$ cat config.mk
export PLATFORM = sky130hd
export DESIGN_NAME = spi_flash_burst_rd_flat
export DESIGN_NICKNAME = d
export VERILOG_FILES = /design/src/rtl/spi_flash_burst_rd_if.sv /design/src/rtl/spi_flash_burst_rd.sv /design/src/flat_wrapper.sv
export SDC_FILE = /design/constraint.sdc
export NUM_CORES = 1
export LEC_CHECK = 0
export ABC_CLOCK_PERIOD_IN_PS = 2100
export CAP_MARGIN = 10
export CORE_MARGIN = 1.5
export CORE_UTILIZATION = 55
export CTS_BUF_LIST = sky130_fd_sc_hd__clkbuf_4
export DETAILED_ROUTE_END_ITERATION = 16
export GPL_TIMING_DRIVEN = 0
export PLACE_DENSITY_LB_ADDON = 0.15
export SLEW_MARGIN = 20
export SYNTH_ARGS = -nofsm -noshare
export SYNTH_HDL_FRONTEND = slang
export SYNTH_SLANG_ARGS = --single-unit
$ cat constraint.sdc
create_clock -name clk -period 2.1 [get_ports clk]
set_input_delay 0.42 -clock clk [delete_from_list [all_inputs] [get_ports clk]]
set_output_delay 0.42 -clock clk [all_outputs]
set_load 0.05 [all_outputs]
$ cat src/rtl/spi_flash_burst_rd_if.sv
// rtl/spi_flash_burst_rd_if.sv - request and read-word bus bundle for spi_flash_burst_rd
interface spi_flash_burst_rd_if #(
    parameter int ADDR_W = 24,
    parameter int DATA_W = 32,
    parameter int LEN_W  = 8
);
    logic              req_valid;
    logic              req_ready;
    logic [ADDR_W-1:0] req_addr;
    logic [LEN_W-1:0]  req_len;
    logic              rd_valid;
    logic              rd_ready;
    logic [DATA_W-1:0] rd_data;
    logic              rd_last;
    logic              busy;

    modport master (
        output req_valid, req_addr, req_len, rd_ready,
        input  req_ready, rd_valid, rd_data, rd_last, busy
    );

    modport slave (
        input  req_valid, req_addr, req_len, rd_ready,
        output req_ready, rd_valid, rd_data, rd_last, busy
    );
endinterface

$ cat src/rtl/spi_flash_burst_rd.sv
// rtl/spi_flash_burst_rd.sv - SPI mode-0 flash burst reader streaming little-endian words
// SPI_FLASH_FAST_READ_EN selects the 0x0B fast-read command with an 8-period dummy phase.
module spi_flash_burst_rd #(
    parameter int ADDR_W  = 24,
    parameter int DATA_W  = 32,
    parameter int LEN_W   = 8,
    parameter int CLK_DIV = 2,
    parameter int CS_HIGH = 4
) (
    input  logic                 clk,
    input  logic                 rstn,
    spi_flash_burst_rd_if.slave  bus,
    output logic                 sclk,
    output logic                 mosi,
    input  logic                 miso,
    output logic                 cs_n
);

`ifdef SPI_FLASH_FAST_READ_EN
    localparam logic [7:0] RD_CMD = 8'h0B;
`else
    localparam logic [7:0] RD_CMD = 8'h03;
`endif

    localparam int TX_W   = 8 + ADDR_W;
    localparam int MAX_PH = (DATA_W > ADDR_W) ? DATA_W : ADDR_W;
    localparam int CNT_W  = $clog2(MAX_PH + 1);
    localparam int DIV_W  = (CLK_DIV > 1) ? $clog2(CLK_DIV) : 1;
    localparam int GAP_W  = (CS_HIGH > 1) ? $clog2(CS_HIGH) : 1;
    localparam logic [DIV_W-1:0] DIV_LAST = DIV_W'(CLK_DIV - 1);
    localparam logic [GAP_W-1:0] GAP_LAST = GAP_W'((CS_HIGH > 0) ? CS_HIGH - 1 : 0);

    typedef enum logic [2:0] {
        IDLE,
        CMD,
        ADDR,
        DUMMY,
        DATA,
        HOLD,
        GAP
    } state_t;

    state_t             state;
    state_t             state_nx;
    logic [DIV_W-1:0]   div_cnt;
    logic               sclk_r;
    logic [CNT_W-1:0]   bit_cnt;
    logic               mosi_r;
    logic               cs_n_r;
    logic [TX_W-1:0]    tx_sr;
    logic [LEN_W-1:0]   len_r;
    logic [LEN_W-1:0]   word_cnt;
    logic [6:0]         rx_byte;
    logic [DATA_W-1:0]  word_r;
    logic               rd_valid_r;
    logic               rd_last_r;
    logic [GAP_W-1:0]   gap_cnt;

    logic               active;
    logic               tick;
    logic               rise;
    logic               fall;
    logic [CNT_W-1:0]   phase_len;
    logic               phase_done;
    logic               accept;
    logic               handshake;
    logic               more;
    logic               byte_done;

    always_ff @(posedge clk or negedge rstn) begin
        if (!rstn) begin
            state <= IDLE;
        end else begin
            state <= state_nx;
        end
    end

    // A phase ends on the falling edge that follows its last rising edge,
    // so sclk is always low when the state changes.
    always_comb begin
        active     = (state == CMD) || (state == ADDR) || (state == DUMMY) || (state == DATA);
        tick       = active && (div_cnt == DIV_LAST);
        rise       = tick && !sclk_r;
        fall       = tick && sclk_r;
        case (state)
            CMD, DUMMY: phase_len = CNT_W'(8);
            ADDR:       phase_len = CNT_W'(ADDR_W);
            default:    phase_len = CNT_W'(DATA_W);
        endcase
        phase_done = fall && (bit_cnt == phase_len);
        accept     = (state == IDLE) && bus.req_valid;
        handshake  = (state == HOLD) && rd_valid_r && bus.rd_ready;
        more       = (word_cnt != len_r);
        byte_done  = rise && (state == DATA) && (bit_cnt[2:0] == 3'd7);

        state_nx = state;
        case (state)
            IDLE:  if (accept) state_nx = CMD;
            CMD:   if (phase_done) state_nx = ADDR;
            ADDR: begin
                if (phase_done) begin
`ifdef SPI_FLASH_FAST_READ_EN
                    state_nx = DUMMY;
`else
                    state_nx = DATA;
`endif
                end
            end
            DUMMY: if (phase_done) state_nx = DATA;
            DATA:  if (phase_done) state_nx = HOLD;
            HOLD:  if (handshake) state_nx = more ? DATA : GAP;
            GAP:   if (gap_cnt == GAP_LAST) state_nx = IDLE;
            default: state_nx = IDLE;
        endcase
    end

    always_ff @(posedge clk or negedge rstn) begin
        if (!rstn) begin
            div_cnt    <= '0;
            sclk_r     <= 1'b0;
            bit_cnt    <= '0;
            mosi_r     <= 1'b0;
            cs_n_r     <= 1'b1;
            tx_sr      <= '0;
            len_r      <= '0;
            word_cnt   <= '0;
            rx_byte    <= '0;
            word_r     <= '0;
            rd_valid_r <= 1'b0;
            rd_last_r  <= 1'b0;
            gap_cnt    <= '0;
        end else begin
            div_cnt <= (!active || tick) ? '0 : div_cnt + 1'b1;
            if (tick) begin
                sclk_r <= ~sclk_r;
            end

            if (!active || phase_done) begin
                bit_cnt <= '0;
            end else if (rise) begin
                bit_cnt <= bit_cnt + 1'b1;
            end

            // Command and address share one shift register; the next bit is
            // presented on each falling edge so it is stable across the rise.
            if (accept) begin
                tx_sr    <= {RD_CMD, bus.req_addr};
                mosi_r   <= RD_CMD[7];
                len_r    <= bus.req_len;
                word_cnt <= '0;
                cs_n_r   <= 1'b0;
            end else if (fall) begin
                tx_sr  <= tx_sr << 1;
                mosi_r <= ((state == CMD) || ((state == ADDR) && !phase_done)) ? tx_sr[TX_W-2] : 1'b0;
            end

            if (rise && (state == DATA)) begin
                rx_byte <= {rx_byte[5:0], miso};
            end
            // Completed bytes enter at the top and shift down, leaving the
            // first flash byte in bits [7:0] once the word is full.
            if (byte_done) begin
                word_r <= (word_r >> 8) | (DATA_W'({rx_byte, miso}) << (DATA_W - 8));
            end

            if ((state == DATA) && phase_done) begin
                rd_valid_r <= 1'b1;
                rd_last_r  <= !more;
            end else if (handshake) begin
                rd_valid_r <= 1'b0;
                rd_last_r  <= 1'b0;
                if (more) begin
                    word_cnt <= word_cnt + 1'b1;
                end else begin
                    cs_n_r <= 1'b1;
                end
            end

            gap_cnt <= (state == GAP) ? gap_cnt + 1'b1 : '0;
        end
    end

    assign sclk          = sclk_r;
    assign mosi          = mosi_r;
    assign cs_n          = cs_n_r;
    assign bus.req_ready = (state == IDLE);
    assign bus.busy      = (state != IDLE);
    assign bus.rd_valid  = rd_valid_r;
    assign bus.rd_last   = rd_last_r;
    assign bus.rd_data   = word_r;

endmodule

$ cat src/flat_wrapper.sv
// flat-port wrapper written by rule: the top's interface ports become plain ports
module spi_flash_burst_rd_flat 
#(
    parameter int ADDR_W  = 24,
    parameter int DATA_W  = 32,
    parameter int LEN_W   = 8,
    parameter int CLK_DIV = 2,
    parameter int CS_HIGH = 4
)
  (clk, rstn, sclk, mosi, miso, cs_n, bus_req_valid, bus_req_addr, bus_req_len, bus_rd_ready, bus_req_ready, bus_rd_valid, bus_rd_data, bus_rd_last, bus_busy);
  spi_flash_burst_rd_if #(.ADDR_W(ADDR_W), .DATA_W(DATA_W), .LEN_W(LEN_W)) bus_i ();
  input  logic clk;
  input  logic rstn;
  output logic sclk;
  output logic mosi;
  input  logic miso;
  output logic cs_n;
  input wire logic [$bits(bus_i.req_valid)-1:0] bus_req_valid;
  input wire logic [$bits(bus_i.req_addr)-1:0] bus_req_addr;
  input wire logic [$bits(bus_i.req_len)-1:0] bus_req_len;
  input wire logic [$bits(bus_i.rd_ready)-1:0] bus_rd_ready;
  output wire logic [$bits(bus_i.req_ready)-1:0] bus_req_ready;
  output wire logic [$bits(bus_i.rd_valid)-1:0] bus_rd_valid;
  output wire logic [$bits(bus_i.rd_data)-1:0] bus_rd_data;
  output wire logic [$bits(bus_i.rd_last)-1:0] bus_rd_last;
  output wire logic [$bits(bus_i.busy)-1:0] bus_busy;
  assign bus_i.req_valid = bus_req_valid;
  assign bus_i.req_addr = bus_req_addr;
  assign bus_i.req_len = bus_req_len;
  assign bus_i.rd_ready = bus_rd_ready;
  assign bus_req_ready = bus_i.req_ready;
  assign bus_rd_valid = bus_i.rd_valid;
  assign bus_rd_data = bus_i.rd_data;
  assign bus_rd_last = bus_i.rd_last;
  assign bus_busy = bus_i.busy;
  spi_flash_burst_rd #(.ADDR_W(ADDR_W), .DATA_W(DATA_W), .LEN_W(LEN_W), .CLK_DIV(CLK_DIV), .CS_HIGH(CS_HIGH)) u_core (.clk(clk), .rstn(rstn), .bus(bus_i), .sclk(sclk), .mosi(mosi), .miso(miso), .cs_n(cs_n));
endmodule
==> reports/metrics.cfg, run 1 <==
[floorplanning]
initial_core_util_pct=56.4
rows=33
die-width_um=94.6
core_area_um2=8180
die_area_um2=8950
die_h_um=94.6
pin_count=76

[worst_setup_path]
cp-start-kind=flip-flop
critPathMaxStageDelay_ps=470
slowest_stage=dfrtp_2
reg2reg_slack_ps=160
critPathKind=reg -> out
crit_chain=or3_4, buf_6, buf_4
required_ps=1680
arrival_ps=1630
critPathCaptureType=output pin
rr_worst_depth=6
crit_path_max_fanout=8

[timing]
fmax_mhz=489
skew_ps=17.1
setup-violations-final=0
fin_crit_sh_pct=97.4
worst_slack_ps=54.2
max_slew_margin_pct=54.4
tightestPinTransition_ps=678
rsz0062_at_grt=false
hold_viol=0
setup_tns_ps=0
drv_slew=0
post-route-min-period_ps=2050

[route]
drt_iter0_drc=171
drtPass1Iterations=5
drcViolationCount=0
wl_per_cell_um=15.4
vias=3424
ant_nets=0
wl_um=9560
vias_per_cell=5.50

[place]
dp_worst_setup_slack_ps=-122
gp_congestion=0.875
port_buffers=75
dp_cells=603
dp_hpwl_um=6670
dpl_cell_area_um2=5520

[worst_hold_path]
min_path_type=in -> async

[flow_run]
cap_violations=0

[clock_network]
clk_latency_ps=450
tritoncts=done
cts_made_buffers=9
clkTransAtPathRegs_ps=160
htree_levels=3
cts_sinks=103
cts_root_buf=clkbuf_4
cts_buffer_depth=2

[power_and_ir_drop]
p_per_area_nw_per_um2=951
total_power_mw=5.40
ir_drop_v=0.000619
leakagePower_nw=3.02

[run_status]
status=finished clean

[final_layout]
area_growth_pct=23.2
postLayoutCellArea_um2=5680
layout.cells.non_filler=622
nets=554
fillers=627
diodes=0
drive_gt1_share_pct=17.2

[yosys]
synth_seq_cells=103
yosysMostFrequentCell=nand2_1
ys_warn_count=0
syn_inst=422
synth_area_leader_cell=dfrtp_1
ys_top_cells_by_count=nand2_1 (104), dfrtp_1 (102), mux2_2 (39)
synthesis.area_um2=4610
syn_nets=464
ys.flop_type=dfrtp_1
async_flop_share_pct=100
syn_area_per_cell_um2=10.9
synth_top_area_share_pct=55.3
ys_types=47
synth_edf_count=0
yosysSeqAreaShare_pct=55.9
ys_top_cells_by_area=dfrtp_1 (55%), mux2_2 (9.5%), nand2_1 (8.5%)

[global_routing]
grt.overflow.total=0
grt_pass1_vias=3457
grt_pass1_wl_um=16100
grt_max_degree=68
antenna_found_initial=0
grt.total_usage_pct=23.1

state kept, by name, indices dropped and copies added (netlist names):
signal / flops
u_core.rx_byte: 7
u_core.bus.rd_data: 32
u_core.len_r: 8
u_core.bit_cnt: 6
u_core.word_cnt: 8
u_core.div_cnt: 1
u_core.sclk: 1
u_core.state: 3
u_core.tx_sr: 31
u_core.cs_n: 1
u_core.bus.rd_valid: 1
u_core.bus.rd_last: 1
u_core.mosi: 1
u_core.gap_cnt: 2
report_power, final:
part	internal (mW)	switching (mW)
sequential	2.40	0.303
combinational	0.692	1.06
clock	0.260	0.696
through the flow:
stage                     util [%]  hold slack [ps]
after floorplan                  -              124
after global placement        67.2              419
after detailed placement      67.6              343
after CTS                     68.9              404
after global routing          69.5              431
final                         69.5              410
area by class of cell:
cell class              count  area (um2)  area share, %
flip-flops and latches    103        2580           45.4
multi-input cells         289        1890           33.2
repair buffers             79         803           14.1
well taps                 105         131           2.31
plain buffers              23         128           2.25
clock buffers               9        67.6           1.19
clock inverters             7        56.3          0.991
inverters                   7        28.8          0.506
kinds of logic (layout without fill, tap and decap cells):
group | after synthesis | in the layout | share of synthesized area, %
and+or+nand+nor | 162 | 162 | 16.4
DFF | 103 | 103 | 55.9
AOI/OAI and AO/OA | 61 | 61 | 9.11
muxes | 51 | 51 | 12.1
buffers and inverters | 30 | 125 | 3.25
xor gates and xnor gates | 10 | 10 | 1.90
adders and majority gates | 5 | 5 | 1.36
cell usage in the layout, fill, tap and decap left out, drive strengths merged, types with 2 or more instances in the layout:
master           n
dlymetal6s2s    11
xnor2            2
xor2             8
clkinv           5
a21oi            8
buf             24
clkdlybuf4s50   36
o21ai           14
dlygate4sd2     25
a211oi           5
o41ai            2
nand3           11
o211ai           2
and4             2
a22oi           22
a41oi            2
inv              9
a211o            2
dfrtp          102
nor2            12
mux2            39
nand4            5
or3              3
clkbuf          14
nand2          104
nand4b           2
nor4             4
and4b            2
ha               5
or4              2
and2             2
nor2b            6
or2              3
mux2i           12
critical path, delay by kind of cell, from the launching register on:
kind	cells	cell delay (ps)
DFF	1	470
and+or+nand+nor	1	370
buffers and inverters	2	340
per-layer routing:
| layer | vias to the layer above | GRT usage (%) | share of wire (%) |
|---|---|---|---|
| met5 | - | 0 | 0 |
| met4 | 0 | 4.98 | 0.64 |
| met1 | 1675 | 29.9 | 44 |
| met3 | 6 | 5.88 | 4.6 |
| met2 | 89 | 39.3 | 50 |
| li1 | 1654 | - | - |
repair_timing:
action                     in CTS  in global routing
hold endpoints to repair       35                  0
pin swaps                       1                  1
resized for setup              40                 15
setup endpoints to repair      27                 12
buffers inserted                0                  2
gates cloned                    0                  0
hold buffers                    1                  0
final timing paths:
check / from / to
min: rstn / u_core.word_cnt[4]$_DFF_PN0_
min reg2reg: u_core.gap_cnt[0]$_DFF_PN0_ / u_core.gap_cnt[0]$_DFF_PN0_
max: u_core.state[2]$_DFFE_PN0P_ / bus_busy
max in group asynchronous: rstn / u_core.tx_sr[29]$_DFFE_PN0P_
max reg2reg: u_core.state[1]$_DFFE_PN0P_ / u_core.word_cnt[5]$_DFF_PN0_
min in group clk: u_core.gap_cnt[0]$_DFF_PN0_ / u_core.gap_cnt[0]$_DFF_PN0_
Note: power is estimated with default switching activity, not from simulation.
==> run 2: changes to the inputs <==
--- a/config.mk
+++ b/config.mk
@@ -12,6 +12,7 @@
 export CTS_BUF_LIST = sky130_fd_sc_hd__clkbuf_4
 export DETAILED_ROUTE_END_ITERATION = 16
 export GPL_TIMING_DRIVEN = 0
+export HOLD_SLACK_MARGIN = 0.03
 export PLACE_DENSITY_LB_ADDON = 0.15
 export SLEW_MARGIN = 20
 export SYNTH_ARGS = -nofsm -noshare
==> results of run 2 <==
No change in the layout: final DEF, timing and power equal those of run 1.
==> run 3: changes to the inputs <==
--- a/config.mk
+++ b/config.mk
@@ -8,7 +8,7 @@
 export ABC_CLOCK_PERIOD_IN_PS = 2100
 export CAP_MARGIN = 10
 export CORE_MARGIN = 1.5
-export CORE_UTILIZATION = 55
+export CORE_UTILIZATION = 39
 export CTS_BUF_LIST = sky130_fd_sc_hd__clkbuf_4
 export DETAILED_ROUTE_END_ITERATION = 16
 export GPL_TIMING_DRIVEN = 0
==> reports/metrics.cfg, run 3 (synthesis results as in run 1) <==
[run_status]
status=finished clean  ; unchanged

[clock_network]
clkTransAtPathRegs_ps=170  ; was 160 ps
cts_sinks=103  ; unchanged
cts_root_buf=clkbuf_4  ; unchanged
clk_latency_ps=480  ; was 450 ps
htree_levels=3  ; unchanged
tritoncts=done  ; unchanged
cts_made_buffers=9  ; unchanged
cts_buffer_depth=2  ; unchanged

[timing]
fin_crit_sh_pct=95.9  ; was 97.4%
max_slew_margin_pct=49.1  ; was 54.4%
hold_viol=0  ; unchanged
skew_ps=24.7  ; was 17.1 ps
setup_tns_ps=0  ; unchanged
post-route-min-period_ps=2010  ; was 2050 ps
tightestPinTransition_ps=757  ; was 678 ps
drv_slew=0  ; unchanged
rsz0062_at_grt=false  ; unchanged
fmax_mhz=496  ; was 489 MHz
setup-violations-final=0  ; unchanged

[final_layout]
layout_common_cells=nand2_1 (104), dfrtp_1 (101), mux2_2 (39), dlygate4sd2_1 (36), clkdlybuf4s50_1 (35)  ; was nand2_1 (104), dfrtp_1 (101), mux2_2 (39), clkdlybuf4s50_1 (36), dlygate4sd2_1 (25)
seq_area_um2=2580  ; unchanged
final_common_cell=nand2_1  ; unchanged
largest_reg_flops=32  ; unchanged
nets=553  ; was 554
final_util_pct=49.6  ; was 69.5%
fillers=1067  ; was 627
diodes=0  ; unchanged
drive_gt1_share_pct=17.4  ; was 17.2%
multi_input_area_um2=1890  ; unchanged
area_growth_pct=23.3  ; was 23.2%

[worst_setup_path]
critPathCaptureType=output pin  ; unchanged
critPathKind=reg -> out  ; unchanged
reg2reg_from=u_core.state[0]$_DFFE_PN0P_  ; was u_core.state[1]$_DFFE_PN0P_
required_ps=1680  ; about the same
cp-start-kind=flip-flop  ; unchanged
cp-startpoint=u_core.state[2]$_DFFE_PN0P_  ; unchanged
reg2reg_slack_ps=110  ; was 160 ps
crit_path_max_fanout=8  ; unchanged
arrival_ps=1590  ; was 1630 ps

[route]
drcViolationCount=0  ; unchanged
drtPass1Iterations=5  ; unchanged
vias=3352  ; was 3424
wl_um=9780  ; was 9560 um
wl_per_cell_um=14.8  ; was 15.4 um
ant_nets=0  ; unchanged
drt_iter0_drc=167  ; was 171
vias_per_cell=5.09  ; was 5.50

[power_and_ir_drop]
p_clk_share_pct=18.7  ; was 17.7%
switching_share_pct=38.4  ; was 38.0%
ir_drop_v=0.000617  ; was 0.000619 V
seq_power_share_pct=49.4  ; was 50.0%
p_sw_mw=2.09  ; was 2.06 mW
combinationalPowerShare_pct=31.9  ; was 32.3%
p_per_area_nw_per_um2=959  ; was 951 nW/um2
leakagePower_nw=2.88  ; was 3.02 nW
internal_power_mw=3.36  ; was 3.35 mW

[floorplanning]
die_h_um=112  ; was 94.6 um
rows=39  ; was 33
initial_core_util_pct=40.2  ; was 56.4%
pin_count=76  ; unchanged
die-width_um=112  ; was 94.6 um
core_area_um2=11500  ; was 8180 um2
die_area_um2=12500  ; was 8950 um2

[global_routing]
grt_max_degree=81  ; was 68
grt_pass1_wl_um=16900  ; was 16100 um
grt.overflow.total=0  ; unchanged
antenna_found_initial=0  ; unchanged
grt_pass1_vias=3411  ; was 3457
grt.total_usage_pct=16.7  ; was 23.1%

[place]
dp_hpwl_um=6780  ; was 6670 um
gp_congestion=0.788  ; was 0.875
port_buffers=75  ; unchanged

[flow_run]
cap_violations=0  ; unchanged

[worst_hold_path]
min_path_type=in -> async  ; unchanged

[run 3: cell count changes in the layout (fill, tap and decap cells not counted), sizes merged]
cell | previous run | this run
clkinvlp | 0 | 1
clkdlybuf4s15 | 0 | 1
clkinv | 5 | 2
buf | 24 | 22
inv | 9 | 10
dlymetal6s2s | 11 | 0
clkbuf | 14 | 16
clkdlybuf4s50 | 36 | 35
dlygate4sd2 | 25 | 36
[run 3: metal layers]
layer | vias up | routed length [um] | GRT usage [%]
met3 | 7 | 489 | 5.88
met1 | 1648 | 4660 | 21.9
met5 | - | 0 | 0
met4 | 0 | 87 | 3.80
li1 | 1642 | - | -
met2 | 55 | 4540 | 26.8
[run 3: power groups by stage]
stage | Sequential [mW] | Combinational, mW | Clock [mW]
finish | 2.70 | 1.74 | 1.02
global route | 2.76 | 1.98 | 1.15
detailed placement | 2.74 | 1.76 | 0
global placement | 2.73 | 1.69 | 0
CTS | 2.70 | 1.76 | 1.08
floorplan | 2.76 | 1.18 | 0
[run 3: cell type report]
type,instances,area share [%]
clock inverter,6,1.12
multi-input combinational,289,33.2
inverter,7,0.462
timing repair buffer,79,13.3
sequential,103,45.4
buffer,22,2.09
tap,143,3.15
clock buffer,10,1.32
[run 3: what timing repair did]
action                                  4_1_cts  5_1_grt
hold endpoints to repair                     23        0
pin swaps                                     0        1
endpoints found under the setup margin       39        3
setup buffers                                 2        0
gates resized for setup                      51        4
hold buffers                                  1        0
[run 3: final timing paths]
kind / cells after the start / to
max: 2 / bus_busy
min: 2 / u_core.word_cnt[2]$_DFF_PN0_
max reg2reg: 5 / u_core.bit_cnt[4]$_DFFE_PN0P_
min reg2reg: 1 / u_core.gap_cnt[0]$_DFF_PN0_
max in group asynchronous: 3 / u_core.tx_sr[18]$_DFFE_PN0P_
min in group clk: 3 / u_core.len_r[3]$_DFFE_PN0P_
[run 3: worst max-delay path, stage by stage (launching register included)]
cell and delay (ps):
dfrtp_2 440, or3_4 450, buf_2 240
[run 3: metrics by stage]
step	std cells	power [mW]	hold slack (ps)	worst slack (ps)	area [um2]
global placement	640	4.42	421	-3380	5540
floorplan	422	3.93	124	365	4610
global route	659	5.89	324	6.39	5690
finish	659	5.46	345	85.2	5690
detailed placement	641	4.50	299	-118	5570
CTS	660	5.53	322	3.26	5690
